## config.mk

```make
export PLATFORM = sky130hd
export DESIGN_NAME = uart_packet_ctrl_flat
export DESIGN_NICKNAME = d
export VERILOG_FILES = /design/src/rtl/uart_packet_ctrl_pkg.sv /design/src/rtl/uart_packet_ctrl_if.sv /design/src/rtl/uart_packet_ctrl_byte_word_packer.sv /design/src/rtl/uart_packet_ctrl.sv /design/src/flat_wrapper.sv
export SDC_FILE = /design/constraint.sdc
export NUM_CORES = 1
export LEC_CHECK = 0
export ABC_AREA = 1
export CORE_MARGIN = 4
export CORE_UTILIZATION = 55
export CTS_BUF_LIST = sky130_fd_sc_hd__clkbuf_4
export DETAILED_ROUTE_END_ITERATION = 10
export GPL_TIMING_DRIVEN = 0
export MAX_ROUTING_LAYER = met4
export PLACE_DENSITY = 0.88
export SLEW_MARGIN = 20
export SYNTH_ARGS = -nofsm -noshare
export SYNTH_HDL_FRONTEND = slang
export SYNTH_SLANG_ARGS = --single-unit
```

## constraint.sdc

```tcl
create_clock -name clk_in -period 5.99 [get_ports clk_in]
set_input_delay 0.8985 -clock clk_in [delete_from_list [all_inputs] [get_ports clk_in]]
set_output_delay 0.8985 -clock clk_in [all_outputs]
set_load 0.03 [all_outputs]
```

## src/rtl/uart_packet_ctrl_pkg.sv

```systemverilog
// Shared types and constants for the UART packet framing controller.
package uart_pkt_pkg;

  // Frame parser states, one per byte position in the frame.
  typedef enum logic [2:0] {
    ST_IDLE,
    ST_CMD,
    ST_LEN0,
    ST_LEN1,
    ST_ADDR0,
    ST_ADDR1,
    ST_PAYLOAD,
    ST_CSUM
  } pkt_state_t;

  // Error cause codes reported on err_code_out.
  localparam logic [1:0] ERR_CSUM    = 2'b01;
  localparam logic [1:0] ERR_TIMEOUT = 2'b10;

  // Default frame start marker.
  localparam logic [7:0] DEFAULT_SYNC_BYTE = 8'hA5;

endpackage

```

## src/rtl/uart_packet_ctrl_if.sv

```systemverilog
// Byte input stream and memory-write / status outputs of the packet controller.
interface uart_packet_ctrl_if #(
  parameter int unsigned ADDR_WIDTH     = 16,
  parameter int unsigned BYTES_PER_WORD = 2
);

  logic [7:0]                  byte_in;
  logic                        byte_valid_in;
  logic                        wr_en_out;
  logic [ADDR_WIDTH-1:0]       wr_addr_out;
  logic [8*BYTES_PER_WORD-1:0] wr_data_out;
  logic [7:0]                  cmd_out;
  logic                        pkt_done_out;
  logic                        pkt_error_out;
  logic [1:0]                  err_code_out;
  logic                        busy_out;

  // UART receiver / host side: supplies bytes, observes writes and status.
  modport master (
    output byte_in, byte_valid_in,
    input  wr_en_out, wr_addr_out, wr_data_out, cmd_out,
    input  pkt_done_out, pkt_error_out, err_code_out, busy_out
  );

  // Packet controller side.
  modport slave (
    input  byte_in, byte_valid_in,
    output wr_en_out, wr_addr_out, wr_data_out, cmd_out,
    output pkt_done_out, pkt_error_out, err_code_out, busy_out
  );

endinterface

```

## src/rtl/uart_packet_ctrl_byte_word_packer.sv

```systemverilog
// Packs a byte stream little-endian into words; a word is emitted when it
// fills or when the last byte arrives, with unfilled upper bytes zeroed.
module byte_word_packer #(
  parameter int unsigned BYTES_PER_WORD = 2
) (
  input  logic                        clk_in,
  input  logic                        rst_in,
  input  logic [7:0]                  byte_in,
  input  logic                        push_in,
  input  logic                        last_in,
  input  logic                        flush_in,
  output logic [8*BYTES_PER_WORD-1:0] word_out,
  output logic                        word_valid_out
);

  localparam int unsigned W     = 8 * BYTES_PER_WORD;
  localparam int unsigned IDX_W = (BYTES_PER_WORD > 1) ? $clog2(BYTES_PER_WORD) : 1;

  logic [IDX_W-1:0] idx;
  logic [W-1:0]     acc;
  logic [W-1:0]     merged;
  logic             word_full;

  // Drop the incoming byte into its lane of the partially built word.
  always_comb begin
    merged = acc;
    for (int unsigned b = 0; b < BYTES_PER_WORD; b++) begin
      if (idx == IDX_W'(b)) begin
        merged[8*b +: 8] = byte_in;
      end
    end
    word_full = (idx == IDX_W'(BYTES_PER_WORD - 1));
  end

  // Accumulate bytes and emit a registered word with a one-cycle strobe.
  always_ff @(posedge clk_in or posedge rst_in) begin
    if (rst_in) begin
      idx            <= '0;
      acc            <= '0;
      word_out       <= '0;
      word_valid_out <= 1'b0;
    end else begin
      word_valid_out <= 1'b0;
      if (flush_in) begin
        idx <= '0;
        acc <= '0;
      end else if (push_in) begin
        if (word_full || last_in) begin
          word_out       <= merged;
          word_valid_out <= 1'b1;
          idx            <= '0;
          acc            <= '0;
        end else begin
          idx <= idx + 1'b1;
          acc <= merged;
        end
      end
    end
  end

endmodule

```

## src/rtl/uart_packet_ctrl.sv

```systemverilog
// Framing controller: hunts for SYNC, parses CMD/LEN/ADDR header, writes
// packed payload words to memory, checks the XOR checksum and aborts
// packets that stall longer than TIMEOUT_CYCLES between bytes.
module uart_packet_ctrl
  import uart_pkt_pkg::*;
#(
  parameter int unsigned INPUT_CLOCK_FREQ = 100_000_000,
  parameter int unsigned TIMEOUT_CYCLES   = 1_000_000,
  parameter int unsigned ADDR_WIDTH       = 16,
  parameter int unsigned BYTES_PER_WORD   = 2,
  parameter logic [7:0]  SYNC_BYTE        = DEFAULT_SYNC_BYTE
) (
  input  logic              clk_in,
  input  logic              rst_in,
  uart_packet_ctrl_if.slave bus
);

  localparam int unsigned W = 8 * BYTES_PER_WORD;

  // Reject parameter values the datapath cannot support.
  if (BYTES_PER_WORD < 1 || BYTES_PER_WORD > 4 ||
      TIMEOUT_CYCLES == 0 || INPUT_CLOCK_FREQ == 0) begin : g_bad_param
    $error("uart_packet_ctrl: unsupported parameter value");
  end

  pkt_state_t            state;
  logic [7:0]            cmd;
  logic [7:0]            len_lo;
  logic [7:0]            addr_lo;
  logic [15:0]           rem;
  logic [ADDR_WIDTH-1:0] wr_addr;
  logic [7:0]            csum;
  logic [31:0]           tcnt;
  logic                  done_pulse;
  logic                  err_pulse;
  logic [1:0]            err_code;

  logic                  timeout_hit;
  logic                  pk_push;
  logic                  pk_last;
  logic [W-1:0]          pk_word;
  logic                  pk_valid;

  // Timeout wins over a byte strobed in the same cycle; that byte is lost.
  always_comb begin
    timeout_hit = (state != ST_IDLE) && (tcnt == 32'(TIMEOUT_CYCLES - 1));
    pk_push     = bus.byte_valid_in && (state == ST_PAYLOAD) && !timeout_hit;
    pk_last     = (rem == 16'd1);
  end

  byte_word_packer #(
    .BYTES_PER_WORD (BYTES_PER_WORD)
  ) u_packer (
    .clk_in         (clk_in),
    .rst_in         (rst_in),
    .byte_in        (bus.byte_in),
    .push_in        (pk_push),
    .last_in        (pk_last),
    .flush_in       (timeout_hit),
    .word_out       (pk_word),
    .word_valid_out (pk_valid)
  );

  // Frame parser, running checksum, inter-byte timeout and status pulses.
  // The address register is advanced in the cycle its write is presented,
  // so it already points at the next word when that word is emitted.
  always_ff @(posedge clk_in or posedge rst_in) begin
    if (rst_in) begin
      state      <= ST_IDLE;
      cmd        <= '0;
      len_lo     <= '0;
      addr_lo    <= '0;
      rem        <= '0;
      wr_addr    <= '0;
      csum       <= '0;
      tcnt       <= '0;
      done_pulse <= 1'b0;
      err_pulse  <= 1'b0;
      err_code   <= '0;
    end else begin
      done_pulse <= 1'b0;
      err_pulse  <= 1'b0;
      if (pk_valid) begin
        wr_addr <= wr_addr + 1'b1;
      end
      if (timeout_hit) begin
        state     <= ST_IDLE;
        tcnt      <= '0;
        err_pulse <= 1'b1;
        err_code  <= ERR_TIMEOUT;
      end else if (bus.byte_valid_in) begin
        tcnt <= '0;
        unique case (state)
          ST_IDLE: begin
            if (bus.byte_in == SYNC_BYTE) begin
              state <= ST_CMD;
            end
          end
          ST_CMD: begin
            cmd   <= bus.byte_in;
            csum  <= bus.byte_in;
            state <= ST_LEN0;
          end
          ST_LEN0: begin
            len_lo <= bus.byte_in;
            csum   <= csum ^ bus.byte_in;
            state  <= ST_LEN1;
          end
          ST_LEN1: begin
            rem   <= {bus.byte_in, len_lo};
            csum  <= csum ^ bus.byte_in;
            state <= ST_ADDR0;
          end
          ST_ADDR0: begin
            addr_lo <= bus.byte_in;
            csum    <= csum ^ bus.byte_in;
            state   <= ST_ADDR1;
          end
          ST_ADDR1: begin
            wr_addr <= ADDR_WIDTH'({bus.byte_in, addr_lo});
            csum    <= csum ^ bus.byte_in;
            state   <= (rem == 16'd0) ? ST_CSUM : ST_PAYLOAD;
          end
          ST_PAYLOAD: begin
            csum <= csum ^ bus.byte_in;
            rem  <= rem - 16'd1;
            if (rem == 16'd1) begin
              state <= ST_CSUM;
            end
          end
          ST_CSUM: begin
            state <= ST_IDLE;
            if (bus.byte_in == csum) begin
              done_pulse <= 1'b1;
            end else begin
              err_pulse <= 1'b1;
              err_code  <= ERR_CSUM;
            end
          end
          default: state <= ST_IDLE;
        endcase
      end else if (state != ST_IDLE) begin
        tcnt <= tcnt + 32'd1;
      end
    end
  end

  // Drive the bus from registered state.
  always_comb begin
    bus.wr_en_out     = pk_valid;
    bus.wr_addr_out   = wr_addr;
    bus.wr_data_out   = pk_word;
    bus.cmd_out       = cmd;
    bus.pkt_done_out  = done_pulse;
    bus.pkt_error_out = err_pulse;
    bus.err_code_out  = err_code;
    bus.busy_out      = (state != ST_IDLE);
  end

endmodule
```

## src/flat_wrapper.sv

```systemverilog
// flat-port wrapper written by rule: the top's interface ports become plain ports
module uart_packet_ctrl_flat import uart_pkt_pkg::*;
#(
  parameter int unsigned INPUT_CLOCK_FREQ = 100_000_000,
  parameter int unsigned TIMEOUT_CYCLES   = 1_000_000,
  parameter int unsigned ADDR_WIDTH       = 16,
  parameter int unsigned BYTES_PER_WORD   = 2,
  parameter logic [7:0]  SYNC_BYTE        = DEFAULT_SYNC_BYTE
)
  (clk_in, rst_in, bus_byte_in, bus_byte_valid_in, bus_wr_en_out, bus_wr_addr_out, bus_wr_data_out, bus_cmd_out, bus_pkt_done_out, bus_pkt_error_out, bus_err_code_out, bus_busy_out);
  uart_packet_ctrl_if #(.ADDR_WIDTH(ADDR_WIDTH), .BYTES_PER_WORD(BYTES_PER_WORD)) bus_i ();
  input  logic clk_in;
  input  logic rst_in;
  input wire logic [$bits(bus_i.byte_in)-1:0] bus_byte_in;
  input wire logic [$bits(bus_i.byte_valid_in)-1:0] bus_byte_valid_in;
  output wire logic [$bits(bus_i.wr_en_out)-1:0] bus_wr_en_out;
  output wire logic [$bits(bus_i.wr_addr_out)-1:0] bus_wr_addr_out;
  output wire logic [$bits(bus_i.wr_data_out)-1:0] bus_wr_data_out;
  output wire logic [$bits(bus_i.cmd_out)-1:0] bus_cmd_out;
  output wire logic [$bits(bus_i.pkt_done_out)-1:0] bus_pkt_done_out;
  output wire logic [$bits(bus_i.pkt_error_out)-1:0] bus_pkt_error_out;
  output wire logic [$bits(bus_i.err_code_out)-1:0] bus_err_code_out;
  output wire logic [$bits(bus_i.busy_out)-1:0] bus_busy_out;
  assign bus_i.byte_in = bus_byte_in;
  assign bus_i.byte_valid_in = bus_byte_valid_in;
  assign bus_wr_en_out = bus_i.wr_en_out;
  assign bus_wr_addr_out = bus_i.wr_addr_out;
  assign bus_wr_data_out = bus_i.wr_data_out;
  assign bus_cmd_out = bus_i.cmd_out;
  assign bus_pkt_done_out = bus_i.pkt_done_out;
  assign bus_pkt_error_out = bus_i.pkt_error_out;
  assign bus_err_code_out = bus_i.err_code_out;
  assign bus_busy_out = bus_i.busy_out;
  uart_packet_ctrl #(.INPUT_CLOCK_FREQ(INPUT_CLOCK_FREQ), .TIMEOUT_CYCLES(TIMEOUT_CYCLES), .ADDR_WIDTH(ADDR_WIDTH), .BYTES_PER_WORD(BYTES_PER_WORD), .SYNC_BYTE(SYNC_BYTE)) u_core (.clk_in(clk_in), .rst_in(rst_in), .bus(bus_i));
endmodule
```

### After elaboration in Yosys (flattened, before gate mapping)

Cells that the tools add are included.

* bits in registers: 137
* bits of input ports: 11
* output and inout port bits: 46

* $add $sub $neg: 4
* eq/ne operators: 14
* mux-type cells: 38
* bitwise gates (word level): 2
* reduce and logical (&&, ||, !) cells: 23

Operator list (number)
* 16-bit 2-to-1 mux: 7
* 32-bit 2-to-1 mux: 3
* 32-bit by 1-bit adder with 32-bit output, second input constant: 1
* 32-bit by 20-bit equality test with 1-bit output, second input constant: 1
* 16-bit case mux with 2 select lines: 1
* 3-bit case mux with 8 select lines: 1
* 3-bit AND reduction: 8
* 16-bit by 1-bit adder with 16-bit output, second input constant: 1
* 16-bit by 1-bit equality test with 1-bit output, second input constant: 1
* 16-bit zero test: 1
* 8-bit 2-to-1 mux: 2
* 8-bit case mux with 2 select lines: 1
* 16-bit by 1-bit subtractor with 16-bit output, second input constant: 1
* 1-bit 2-to-1 mux: 15
* 3-bit equality test, second input constant: 4
* 3-bit 2-to-1 mux: 4
* 2-bit nonzero test: 5
* 8-bit equality test: 1
* 8-bit equality test, second input constant: 1
* 2-bit 2-to-1 mux: 4
* 8-bit bitwise XOR: 1
* 3-bit by 2-bit equality test with 1-bit output, second input constant: 2
* 3-bit nonzero test: 2
* 5-bit OR reduction: 1
* 10 further kinds: 12

### Longest topological paths before layout

Gate-level depths: netlist of run 1.

* depth after elaboration: 6
* depth in mapped cells: 14
* mapped depth without buffers: 13

### Modules after synthesis

Synthesis of run 1 repeated with hierarchy kept, for this count alone.

* cell total of the unflattened synthesis: 1093
* area, all modules: 7767.4 sq um

By module, submodules not included
* uart_packet_ctrl: times used 1, cells an instance 893, area each 6178.4 sq um
* byte_word_packer: times used 1, cells an instance 200, area each 1589.0 sq um

### Least setup slack after synthesis of run 1

OpenSTA, ideal clock, no wires.

* path kind: in2reg
* start point: in bus_byte_valid_in
* end point: reg u_core.u_packer.word_out[0]
* setup time: 118 ps
* arrival: 1738 ps
* required time: 5872 ps
* path slack: 4134 ps
* stages: 8
* cell sequence: inv_2 > nor2_1 > inv_2 > nor2_4 > nand2_2 > buf_4 > nand2_1 > nand2_1

* longest elaborated chain between the ends: 3

RTL lines
* start: declaration: line flat_wrapper.sv:15 `input wire logic [$bits(bus_i.byte_valid_in)-1:0] bus_byte_valid_in;`
* 1-bit logical AND (2 in series): line uart_packet_ctrl.sv:47 `pk_push = bus.byte_valid_in && (state == ST_PAYLOAD) && !timeout_hit;`
* 3-bit AND reduction (no line)
* end signal: assignment: line uart_packet_ctrl_byte_word_packer.sv:49 `word_out <= merged;`
* end: declaration: line uart_packet_ctrl_byte_word_packer.sv:12 `output logic [8*BYTES_PER_WORD-1:0] word_out,`

No other way between the ends.
A chain may end at the register's enable or synchronous reset.

### Worst setup path after layout of run 1

* start point: reg u_core.state[0]
* end point: out bus_busy_out

* longest elaborated chain between the ends: 1

RTL lines
* start: declaration: line uart_packet_ctrl.sv:26 `pkt_state_t state;`
* start signal: assignment: line uart_packet_ctrl.sv:122 `state <= (rem == 16'd0) ? ST_CSUM : ST_PAYLOAD;`
* 3-bit nonzero test: line uart_packet_ctrl.sv:157 `bus.busy_out = (state != ST_IDLE);`
* end: declaration: line flat_wrapper.sv:23 `output wire logic [$bits(bus_i.busy_out)-1:0] bus_busy_out;`

No other way between the ends.

==> reports/metrics.cfg, run 1 <==
[cts]
cts_inserted_buffers = 17
ctsHtreeMaxLevel = 4
cts_root_buf = clkbuf_4
clk_pin_slew_ns = 0.12
post-cts-setup-buffer-count = 0
clock_latency_ns = 0.56
tritoncts = done
cts_resized = 0
clock_path_buffers = 2
cts_hold_buf = 0
clock-sinks = 137

[placement]
dpl_cell_area_um2 = 8630
gp_congestion = 0.9610
placed_cells = 1307
io_buffer_count = 56
hpwl_um = 14220

[finish]
layout_common_cells = nand2_1 (342), dfrtp_1 (137), nor2_1 (118)
fin_area_um2 = 8944
layout.nets = 1166
fin_cells = 1338
layout_commonest_cell = nand2_1
diodes = 0
syn2layout_area_growth_pct = 14.53
drive_above_1_share = 0.08204

[yosys]
ys_ff_latch = 137
muxShareOfSynthArea = 0.001282
synth_compound_area_frac = 0.08236
ys_types = 38
synthXorXnorAreaFrac = 0.03253
synth-simple-area-share = 0.3594
syn_inst = 1070
synth.avg_cell_area_um2 = 7.298
ys_warn_count = 0
synth_area_um2 = 7809
syn_nets = 1090
synth_fa_ha_area_frac = 0.01442
synth_top_family_by_area = simple AND/OR/NAND/NOR gates
seq_area_frac_synth = 0.4390

[pwr]
p_per_area_nw_per_um2 = 447.3
p_leak_nw = 4.201
ir_worst_vdd_uv = 348.0

[worst_setup_path]
end_kind = primary output
required_ns = 5.09
cp-start-kind = flip-flop
crit_fanout = 7
crit_arrival_ns = 2.18
path_class = reg2out

[global_routing]
grt_pass1_vias = 7085
grt_pass1_wl_um = 33630
grt_max_degree = 98
antenna_found_initial = 0
overflow = 0
grtUsageTotal = 0.2631

[sta]
tns_ns = 0
fin_skew_ns = 0.01326
fin_hold_ws_ns = 0.4813
worst_pin_slew_ns = 0.5329
rsz0062_at_grt = no
slew_viol_final = 0
max_clock_freq_mhz = 325.2
finalHoldViolCount = 0
setup_viol = 0
maxSlewHeadroom = 0.6415
finalCritPeriodShare = 0.5134
finalCriticalPeriod_ns = 3.075

[floorplanning]
initial_utilization = 0.5626
ioPinCount = 57
fp.dieH_um = 127.2
core-area_um2 = 13880
num_rows = 43
dieArea_um2 = 16170
die-width_um = 127.2

[routing]
vias = 7593
first_iter_violations = 732
route.detailed.drc = 0
drtPass1Iterations = 7
ant_nets = 0
vias_per_cell = 5.675
routedWlPerCell_um = 14.94
postRouteWirelength_um = 19980

[worst_hold_path]
hold_path_class = reg2reg

[run_status]
outcome = finished, final reports clean

[job]
cap_viol_max_count = 0

## layout make-up
class / instances / area [um^2]
Multi-Input combinational cell: 805 / 3826
Buffer: 30 / 183.9
Fill cell: 1163 / 4937
Clock buffer: 18 / 135.1
Inverter: 98 / 377.9
Sequential cell: 137 / 3428
Timing Repair Buffer: 57 / 588.1
Tap cell: 180 / 225.2
Clock inverter: 13 / 178.9
## worst max-delay path, stage by stage, from the launching register on
cell             delay (ns)
dfrtp_1                0.43
inv_1                  0.09
ha_1                   0.24
nand2_4                0.15
clkdlybuf4s50_1        0.70
## per-stage QoR
stage,utilization,worst slack (ns),total power [W]
CTS,0.6443,2.904,0.003994
global route,0.6443,2.830,0.004293
floorplan,-,1.424,0.002718
detailed placement,0.6217,3.089,0.003310
finish,0.6443,2.915,0.004001
global placement,0.6192,-0.4262,0.003244
## power by group
part | total (W) | internal, W | switching (W)
combinational | 0.00182 | 0.000654 | 0.00117
sequential | 0.00150 | 0.00125 | 0.000257
clock | 0.000676 | 0.000330 | 0.000346
## logic make-up after synthesis
logic type | count (synthesis)
AND/OR/NAND/NOR | 651
multiplexers | 1
XOR/XNOR | 29
adder cells (fa/ha/maj) | 9
AO/OA/AOI/OAI | 115
flip-flops | 137
buffers and inverters | 128
## Yosys cell counts (all sizes together)
| cell | count | area share |
|---|---|---|
| nor4 | 2 | 0.0016 |
| nor3b | 3 | 0.0029 |
| a31oi | 1 | 0.00080 |
| and3 | 1 | 0.00080 |
| nand3 | 112 | 0.072 |
| o211ai | 1 | 0.00096 |
| dfrtp | 137 | 0.44 |
| xor2 | 20 | 0.022 |
| a21oi | 15 | 0.0096 |
| o31ai | 2 | 0.0019 |
| or2 | 1 | 0.00080 |
| nand4 | 23 | 0.021 |
| nand3b | 2 | 0.0019 |
| clkbuf | 10 | 0.0048 |
| mux2i | 1 | 0.0013 |
| ha | 9 | 0.014 |
| nand2 | 352 | 0.18 |
| o21ai | 95 | 0.068 |
| xnor2 | 9 | 0.010 |
| buf | 20 | 0.019 |
| clkinv | 1 | 0.00048 |
| o21bai | 1 | 0.00096 |
| nor2 | 126 | 0.064 |
| inv | 97 | 0.047 |
| nor3 | 29 | 0.019 |
## registers in the layout (all words and copies together) (netlist names)
signal,cells
u_core.addr_lo,8
u_core.bus.cmd_out,8
u_core.bus.err_code_out,2
u_core.bus.pkt_done_out,1
u_core.bus.pkt_error_out,1
u_core.bus.wr_addr_out,16
u_core.csum,8
u_core.len_lo,8
u_core.rem,16
u_core.state,3
u_core.tcnt,32
u_core.u_packer.acc,16
u_core.u_packer.idx,1
u_core.u_packer.word_out,16
u_core.u_packer.word_valid_out,1
## worst paths after layout
check	slack (ns)	to	cells past startpoint	startpoint
hold reg to reg	0.48	u_core.u_packer.word_out[1]	2	u_core.u_packer.word_out[1]
setup / recovery	2.91	bus_busy_out	4	u_core.state[0]
hold / removal	0.48	u_core.u_packer.word_out[1]	2	u_core.u_packer.word_out[1]
max in group asynchronous	4.52	u_core.bus.wr_addr_out[13]	3	rst_in
setup reg to reg	3.62	u_core.csum[5]	8	u_core.state[0]
min in group asynchronous	0.70	u_core.u_packer.word_out[14]	2	rst_in
## per-layer routing
| layer | GRT usage | vias up | part of all wire |
|---|---|---|---|
| li1 | - | 3604 | - |
| met1 | 0.3556 | 3630 | 0.44 |
| met2 | 0.3985 | 307 | 0.47 |
| met3 | 0.05184 | 52 | 0.068 |
| met4 | 0.09464 | 0 | 0.026 |
| met5 | - | - | 0 |
No activity file was read; power rests on OpenSTA's default activity.
==> run 2, diff against run 1 <==
clock period = 2.9 ns   (was 5.99 ns; I/O delays follow)
==> run 2 against run 1 <==
Flip-flop and latch count stayed put. Total power is 100% higher. Clock power rose by 72%. Worst setup slack lost 2.6 ns. Sequential share of layout area up 0.070 points. Largest cell class unchanged. Highest routed layer unchanged.
==> reports/metrics.cfg, run 2 (same netlist as run 1, synthesis figures left out) <==
[run_status]
outcome = finished, final reports clean

[global_routing]
overflow = 0  ; unchanged
grt_pass1_vias = 7147  ; +0.88%
antenna_found_initial = 0  ; unchanged
grt_pass1_wl_um = 34080  ; +1.3%
grt_max_degree = 36  ; -63%
grtUsageTotal = 0.2650  ; +0.001845

[floorplanning]
ioPinCount = 57  ; unchanged
initial_utilization = 0.5626  ; unchanged
die-width_um = 127.2  ; unchanged
core-area_um2 = 13880  ; unchanged
dieArea_um2 = 16170  ; unchanged
num_rows = 43  ; unchanged
fp.dieH_um = 127.2  ; unchanged

[finish]
fin_cells = 1341  ; +0.22%
fill_cells = 1198  ; +3.0%
top_register = u_core.tcnt
drive_above_1_share = 0.08441  ; +0.002372
diodes = 0  ; unchanged
layout.nets = 1169  ; +0.26%
largest_register_ffs = 32  ; unchanged
syn2layout_area_growth_pct = 14.32
layout_commonest_cell = nand2_1
layout_common_cells = nand2_1 (342), dfrtp_1 (137), nor2_1 (118)
fin_area_um2 = 8927  ; -0.18%

[cts]
tritoncts = done
ctsHtreeMaxLevel = 4  ; unchanged
clock_latency_ns = 0.56  ; about the same
clock-sinks = 137  ; unchanged
clk_pin_slew_ns = 0.12  ; about the same
post-cts-setup-buffer-count = 0  ; unchanged
cts_resized = 0  ; unchanged
cts_inserted_buffers = 17  ; unchanged
cts_hold_buf = 0  ; unchanged
clock_path_buffers = 2  ; unchanged
cts_root_buf = clkbuf_4

[worst_setup_path]
slowest_delay_ns = 0.70  ; about the same
slowest_stage = clkdlybuf4s50_1
critical-path-top-delay-family = buffers and inverters
r2r_end = u_core.csum[3]
crit_fanout = 7  ; unchanged
crit_arrival_ns = 2.17  ; about the same
cp-start-kind = flip-flop
path_class = reg2out
r2r_slack_ns = 0.53  ; -3.09 ns
r2r-start = u_core.state[0]
path_cells = inv_1 > ha_1 > nand2_4 > clkdlybuf4s50_1
required_ns = 2.47  ; -2.62 ns
end_kind = primary output
ff2ff_path_depth = 8  ; unchanged
critical_path_buf_inv_count = 2  ; unchanged

[routing]
routedWlPerCell_um = 14.66  ; -1.9%
vias = 7475  ; -1.6%
drtPass1Iterations = 6  ; -1
vias_per_cell = 5.574  ; -1.8%
first_iter_violations = 737  ; +0.68%
ant_nets = 0  ; unchanged
route.detailed.drc = 0  ; unchanged
postRouteWirelength_um = 19650  ; -1.7%

[sta]
fin_skew_ns = 0.01672  ; +0.003461 ns
setup_viol = 0  ; unchanged
slew_viol_final = 0  ; unchanged
tns_ns = 0  ; unchanged
worst_pin_slew_ns = 0.5667  ; +0.03388 ns
finalCritPeriodShare = 0.8970
max_clock_freq_mhz = 384.4
maxSlewHeadroom = 0.6208  ; -0.02070
finalCriticalPeriod_ns = 2.601
finalHoldViolCount = 0  ; unchanged
rsz0062_at_grt = no

[pwr]
p_per_area_nw_per_um2 = 898.1  ; +100%
design_power_total_w = 0.008018  ; +100%
p_leak_nw = 4.196  ; -0.12%
ir_worst_vdd_uv = 545.9  ; +57%

[job]
cap_viol_max_count = 0  ; unchanged

[placement]
dpl_cell_area_um2 = 8678  ; +0.57%
hpwl_um = 14470  ; +1.7%
gp_congestion = 0.9777  ; +1.7%
placed_cells = 1310  ; +0.23%
io_buffer_count = 56  ; unchanged

[worst_hold_path]
hold_path_class = in2async

run 2: cell count changes in the layout (fill, tap and decap cells not counted):
| cell | change |
|---|---|
| clkinv_4 | -1 |
| clkbuf_4 | +2 |
| bufinv_16 | -3 |
| inv_6 | +3 |
| buf_12 | +4 |
| inv_8 | -1 |
| buf_16 | -1 |
run 2: through the flow:
stage            util  hold WS, ns  setup WS (ns)
5_1_grt        0.6431       0.1871         0.1977
4_1_cts        0.6431       0.1680         0.2712
3_5_place_dp   0.6252       0.4615         0.4592
6_report       0.6431       0.1777         0.2987
2_1_floorplan       -       0.4494         0.7579
3_3_place_gp   0.6194       0.4545        -0.4633
run 2: how the worst max path moves through the flow:
| stage | start | endpoint | cells past startpoint |
|---|---|---|---|
| after floorplan | rst_in | u_core.addr_lo[0] | 1 |
| after global placement | rst_in | u_core.u_packer.acc[6] | 2 |
| after detailed placement | bus_byte_valid_in | u_core.u_packer.word_out[3] | 9 |
| after CTS | u_core.state[0] | bus_busy_out | 4 |
| after global routing | u_core.state[0] | bus_busy_out | 4 |
| final | u_core.state[0] | bus_busy_out | 4 |
run 2: metal layers:
| layer | wire, um | share of wire | vias up | track usage |
|---|---|---|---|---|
| met3 | 1264 | 0.064 | 48 | 0.05142 |
| met5 | 0 | 0 | - | - |
| met2 | 9220 | 0.47 | 279 | 0.3948 |
| met4 | 565 | 0.029 | 0 | 0.1028 |
| li1 | - | - | 3613 | - |
| met1 | 8603 | 0.44 | 3535 | 0.3611 |
run 2: where the power goes:
group / switching, W / internal (W)
Combinational: 0.00241 / 0.00136
Sequential: 0.000514 / 0.00257
Clock: 0.000713 / 0.000450
run 2: layout make-up:
class | count | area, um^2 | share of cell area
clock buffers | 20 | 150.1 | 0.01682
repair buffers | 60 | 640.6 | 0.07176
clock inverters | 11 | 98.84 | 0.01107
multi-input cells | 805 | 3826 | 0.4286
plain buffers | 30 | 183.9 | 0.02060
well taps | 180 | 225.2 | 0.02523
inverters | 98 | 374.1 | 0.04191
flip-flops and latches | 137 | 3428 | 0.3840
run 2: worst register-to-register path, stage by stage, from the launching register on:
cell and delay [ns]:
dfrtp_1 0.42, inv_1 0.09, ha_1 0.27, o21ai_0 0.28, nand4_2 0.25, nor2_1 0.51, nor2_1 0.27, nand2_1 0.11
nand2_1 0.06
